## src/rtl/pc_pkg.sv

```systemverilog
// Shared types and control encodings for the fetch-side PC sequencer.
package pc_pkg;

  typedef enum logic [1:0] {
    BOOT  = 2'b00,
    FETCH = 2'b01,
    HOLD  = 2'b10,
    HALT  = 2'b11
  } pc_state_t;

  localparam logic [1:0] BR_NONE = 2'b00;
  localparam logic [1:0] BR_BEQ  = 2'b01;
  localparam logic [1:0] BR_BNE  = 2'b10;
  localparam logic [1:0] BR_ILL  = 2'b11;

  localparam logic [1:0] J_NONE  = 2'b00;
  localparam logic [1:0] J_JR    = 2'b01;
  localparam logic [1:0] J_JAL   = 2'b10;
  localparam logic [1:0] J_J     = 2'b11;

endpackage

```

## src/rtl/pc_taken.sv

```systemverilog
// Redirect decode: any jump, or a branch whose condition holds.
// The reserved branch code never redirects; it is only flagged.
module pc_taken
  import pc_pkg::*;
(
  input  logic [1:0] Branch,
  input  logic [1:0] Jump,
  input  logic       Equal,
  output logic       taken,
  output logic       br_illegal
);

  // Combine jump and conditional-branch outcomes.
  always_comb begin
    taken      = 1'b0;
    br_illegal = 1'b0;
    if (Jump != J_NONE) taken = 1'b1;
    case (Branch)
      BR_BEQ:  if (Equal)  taken = 1'b1;
      BR_BNE:  if (!Equal) taken = 1'b1;
      BR_ILL:  br_illegal = 1'b1;
      default: ;
    endcase
  end

endmodule

```

## src/rtl/pc_seq_ctrl.sv

```systemverilog
// Program-counter sequencer: issues fetches, holds on stall, redirects on
// taken control flow and halts if instruction memory stops answering.
//
// state | meaning
// BOOT  | one idle cycle after reset, no request
// FETCH | request outstanding at pc
// HOLD  | downstream stalled, request withdrawn, pc held
// HALT  | imem timeout, frozen until reset
module pc_seq_ctrl
  import pc_pkg::*;
#(
  parameter logic [31:0] RESET_PC = 32'h0000_0000,
  parameter int          MAX_WAIT = 8
) (
  input  logic        clk,
  input  logic        rst,
  input  logic [1:0]  Branch,
  input  logic [1:0]  Jump,
  input  logic        Equal,
  input  logic [31:0] next_pc_in,
  input  logic        stall,
  input  logic        imem_ready,
  output logic        imem_req,
  output logic [31:0] pc,
  output logic        fetch_valid,
  output logic [31:0] fetch_pc,
  output logic        flush,
  output logic        halted,
  output logic        err_br
);

  localparam logic [7:0] WAIT_LIMIT = 8'(MAX_WAIT - 1);

  pc_state_t   state, state_nxt;
  logic [31:0] pc_nxt, fetch_pc_nxt;
  logic        fetch_valid_nxt, flush_nxt, halted_nxt, err_br_nxt;
  logic [7:0]  wait_cnt, wait_cnt_nxt, wait_inc;
  logic        taken, br_illegal;

  pc_taken u_taken (
    .Branch     (Branch),
    .Jump       (Jump),
    .Equal      (Equal),
    .taken      (taken),
    .br_illegal (br_illegal)
  );

  assign imem_req = (state == FETCH);
  assign wait_inc = (wait_cnt == 8'hFF) ? wait_cnt : wait_cnt + 8'd1;

  // Next-state, next-PC and output-register decode.
  always_comb begin
    state_nxt       = state;
    pc_nxt          = pc;
    fetch_pc_nxt    = fetch_pc;
    fetch_valid_nxt = 1'b0;
    flush_nxt       = 1'b0;
    halted_nxt      = halted;
    err_br_nxt      = err_br | br_illegal;
    wait_cnt_nxt    = wait_cnt;
    case (state)
      BOOT: begin
        state_nxt    = FETCH;
        wait_cnt_nxt = 8'd0;
      end
      FETCH: begin
        if (taken && !stall) begin
          // Redirect wins over a completing fetch; that instruction is dropped.
          pc_nxt       = next_pc_in;
          flush_nxt    = 1'b1;
          wait_cnt_nxt = 8'd0;
        end else if (stall) begin
          state_nxt    = HOLD;
          wait_cnt_nxt = 8'd0;
        end else if (imem_ready) begin
          fetch_valid_nxt = 1'b1;
          fetch_pc_nxt    = pc;
          pc_nxt          = pc + 32'd1;
          wait_cnt_nxt    = 8'd0;
        end else begin
          wait_cnt_nxt = wait_inc;
          if (wait_inc == WAIT_LIMIT) begin
            state_nxt  = HALT;
            halted_nxt = 1'b1;
          end
        end
      end
      HOLD: begin
        if (!stall) begin
          state_nxt = FETCH;
          if (taken) begin
            pc_nxt    = next_pc_in;
            flush_nxt = 1'b1;
          end
        end
      end
      HALT: ;
      default: state_nxt = BOOT;
    endcase
  end

  // State and output registers with synchronous reset.
  always_ff @(posedge clk) begin
    if (rst) begin
      state       <= BOOT;
      pc          <= RESET_PC;
      fetch_pc    <= 32'd0;
      fetch_valid <= 1'b0;
      flush       <= 1'b0;
      halted      <= 1'b0;
      err_br      <= 1'b0;
      wait_cnt    <= 8'd0;
    end else begin
      state       <= state_nxt;
      pc          <= pc_nxt;
      fetch_pc    <= fetch_pc_nxt;
      fetch_valid <= fetch_valid_nxt;
      flush       <= flush_nxt;
      halted      <= halted_nxt;
      err_br      <= err_br_nxt;
      wait_cnt    <= wait_cnt_nxt;
    end
  end

endmodule

```

## config.mk

```make
export PLATFORM = sky130hd
export DESIGN_NAME = pc_seq_ctrl
export DESIGN_NICKNAME = d
export VERILOG_FILES = /design/src/rtl/pc_pkg.sv /design/src/rtl/pc_taken.sv /design/src/rtl/pc_seq_ctrl.sv
export SDC_FILE = /design/constraint.sdc
export NUM_CORES = 1
export LEC_CHECK = 0
export BUFFER_PORTS_ARGS = -buffer_cell sky130_fd_sc_hd__buf_2
export CAP_MARGIN = 20
export CORE_MARGIN = 4
export CORE_UTILIZATION = 53
export CTS_CLUSTER_SIZE = 24
export DETAILED_ROUTE_END_ITERATION = 6
export PLACE_DENSITY = 0.8
export SLEW_MARGIN = 20
export SYNTH_ARGS = -nofsm -noshare
export SYNTH_HDL_FRONTEND = slang
export SYNTH_HIERARCHICAL = 1
export SYNTH_SLANG_ARGS = --single-unit
```

## constraint.sdc

```tcl
create_clock -name clk -period 2.51 [get_ports clk]
set_input_delay 0.1255 -clock clk [delete_from_list [all_inputs] [get_ports clk]]
set_output_delay 0.1255 -clock clk [all_outputs]
set_load 0.02 [all_outputs]
```

==> summary.txt <==
Status
  – Outcome: complete, no violations

Synthesis
  – Synthesized Nets: 580
  – FFs w/ async S/R, synth: 0%
  – Synth warn: 6
  – Syn Inst Count: 530
  – Mapped Area: 4144 µm²
  – Cell taking the most area after synthesis: dfxtp_1
  – Seq/Total Area, Yosys: 37.68%
  – Most frequent cells after synthesis: nand2_1 (103), dfxtp_1 (78), a21oi_1 (61)
  – Top-count cell post-synth: nand2_1
  – Ys flop type: dfxtp_1
  – Avg Synthesized Cell Area: 7.819 µm²
  – Synth top area cells: dfxtp_1 (38%), nand2_1 (9.3%), a21oi_1 (7.4%)
  – Synth top area share: 37.68%
  – Synth cell types: 67
  – Register bit total from synthesis: 78
  – Number of synthesized flops with an enable pin: 0

Power
  – PD cells: 568.1 nW/µm²
  – Power Total: 2.869 mW
  – Maximum VDD drop: 0.0003665 V
  – Leak: 2.064 nW

Setup path
  – Critical path data required time: 2.80 ns
  – Worst stage delay on the critical path: 0.50 ns
  – CP Class: register to register
  – Cells along the critical path: ha_1 -> nand4_2 -> nor3_2 -> nand3_2 -> or4_1 -> a31oi_1
  – CP max-delay cell: dfxtp_1
  – Data arrival, critical path: 2.51 ns
  – Crit end category: register
  – CP Max Fanout: 8
  – Crit start category: register

Global routing
  – Initial antenna violation count: 0
  – Total overflow reported by the global router: 0
  – Global-route wire length before repair: 19.16 mm
  – Vias in the first global route: 4025
  – Gr usage total: 26.06%
  – Pin count of the biggest net entering global routing: 36

Routing
  – WL/cell: 16.34 µm
  – Vias: 4462
  – DR pass1 iterations: 5
  – DRC: 0
  – Initial drt markers: 312
  – Via-per-instance ratio: 6.038
  – Routed WL: 12.07 mm
  – Post-DRT Antenna Nets: 0

Floorplan
  – Chip Height: 96.43 µm
  – Die X: 96.43 µm
  – IO Count: 110
  – Core Region: 7408 µm²
  – Row Count: 31
  – Initial Utilization: 55.94%
  – Die area: 9298 µm²

Timing
  – # setup viols final: 0
  – Slew margin rel.: 54.11%
  – Max Slew Vio Count: 0
  – Unrepaired setup endpoints after global routing: no
  – Hold Vio Cnt, Final: 0
  – Period utilization: 88.49%
  – Fin Clk Skew: 0.01121 ns
  – Least-Margin Pin Slew: 0.6883 ns
  – Tmin final: 2.221 ns
  – Fmax: 450.2 MHz
  – Setup TNS: 0 ns

Placed design
  – Port-buffer cells: 109
  – GPL Wtd Cong: 0.9312
  – Post-DP HPWL: 8.651 mm

Clock network
  – Worst-path clk slew: 0.09 ns
  – CTS Buffer Depth: 2
  – H-tree Lvls: 3
  – CTS Root Cell: clkbuf_8
  – Clk sinks: 78
  – Hold_buf cts: 0
  – Clk Latency, worst-skew pair: 0.35 ns
  – Total CTS buffers: 9
  – Post-cts resize count: 0
  – CTS tree: yes
  – Setup Fix Bufs, Post-CTS: 0

Final layout
  – Share of cells above drive strength 1: 26.72%
  – Fin util: 68.16%
  – Final Net Count: 685
  – Antenna cells: 0
  – Area growth from synthesis to final layout: 21.86%

Run
  – Max cap viols: 0

Hold path
  – Worst min-delay path class: input port to register
-- flip-flops by register name (all words and copies together) (netlist names) --
name         count
flush            1
err_br           1
state            2
fetch_pc        32
pc              32
wait_cnt         8
halted           1
fetch_valid      1
-- cell type report --
class,count,area (µm²)
multi-input combinational,397,2342
clock buffer,11,151.4
tap,99,123.9
timing repair buffer,134,733.2
fill,636,2359
clock inverter,5,81.33
sequential,78,1562
inverter,15,56.30
-- critical path, delay by kind of cell, from the launching register on --
family          cells  cell delay [ns]
compound gates      1             0.16
fa+ha+maj           1             0.29
flops               1             0.50
simple gates        4             1.21
-- worst paths after layout --
kind	startpoint	slack, ns	depth (start not counted)	end
max	pc[0]	0.29	6	pc[30]
min	next_pc_in[1]	0.04	3	pc[1]
max reg2reg	pc[0]	0.29	6	pc[30]
min reg2reg	fetch_pc[6]	0.45	2	fetch_pc[6]
-- cells by family (layout without fill, tap and decap cells) --
| group | count (synthesis) | in the layout | share of synthesized area (%) |
|---|---|---|---|
| simple gates | 223 | 223 | 27.36 |
| compound gates | 161 | 161 | 25.42 |
| flops | 78 | 78 | 37.68 |
| buf+inv | 55 | 165 | 5.857 |
| fa+ha+maj | 9 | 9 | 2.717 |
| mux | 4 | 4 | 0.9662 |
-- routing by layer --
metal / track usage, % / up-vias / share of wire (%) / wire (µm)
met1: 33.57 / 2078 / 42 / 5039
met2: 43.88 / 218 / 48 / 5746
met4: 8.879 / 0 / 1.9 / 230
met3: 4.802 / 26 / 8.7 / 1056
li1: - / 2140 / - / -
met5: 0 / - / 0 / 0
-- stage by stage --
step | worst slack [ns] | instance area [µm²] | std cells | hold slack, ns
after floorplan | 0.2427 | 4144 | 530 | 0.2887
after global placement | 0.1885 | 4817 | 723 | 0.4021
after detailed placement | 0.1289 | 4817 | 723 | 0.4086
after CTS | 0.3245 | 5050 | 739 | 0.03909
after global routing | 0.1421 | 5050 | 739 | 0.04978
final | 0.2888 | 5050 | 739 | 0.04338
-- placed cells by master, fill, tap and decap left out, drive strengths merged, types with 3 or more instances in the layout --
cell type  count
nand2b         3
dfxtp         78
nor3          10
a211oi         8
a21oi         61
o32ai          3
clkbuf        11
a31oi          3
nand4         15
o22ai          6
a311oi         6
inv           15
or3            6
buf          134
nand2        103
nor2b          4
o21ai         24
o311ai         3
o31ai          7
nand3         20
a22oi          6
a221oi         3
and2           3
ha             9
and4           5
nor4           7
and3          10
mux2i          4
nor2          29
a21o           6
-- where the power goes --
part           leakage [nW]  switching (mW)  total (mW)  internal [mW]
clock network         0.116           0.471        1.09          0.614
registers             0.630          0.0489        1.32           1.27
logic                  1.32           0.292       0.466          0.174
No activity file was read; power rests on OpenSTA's default activity.
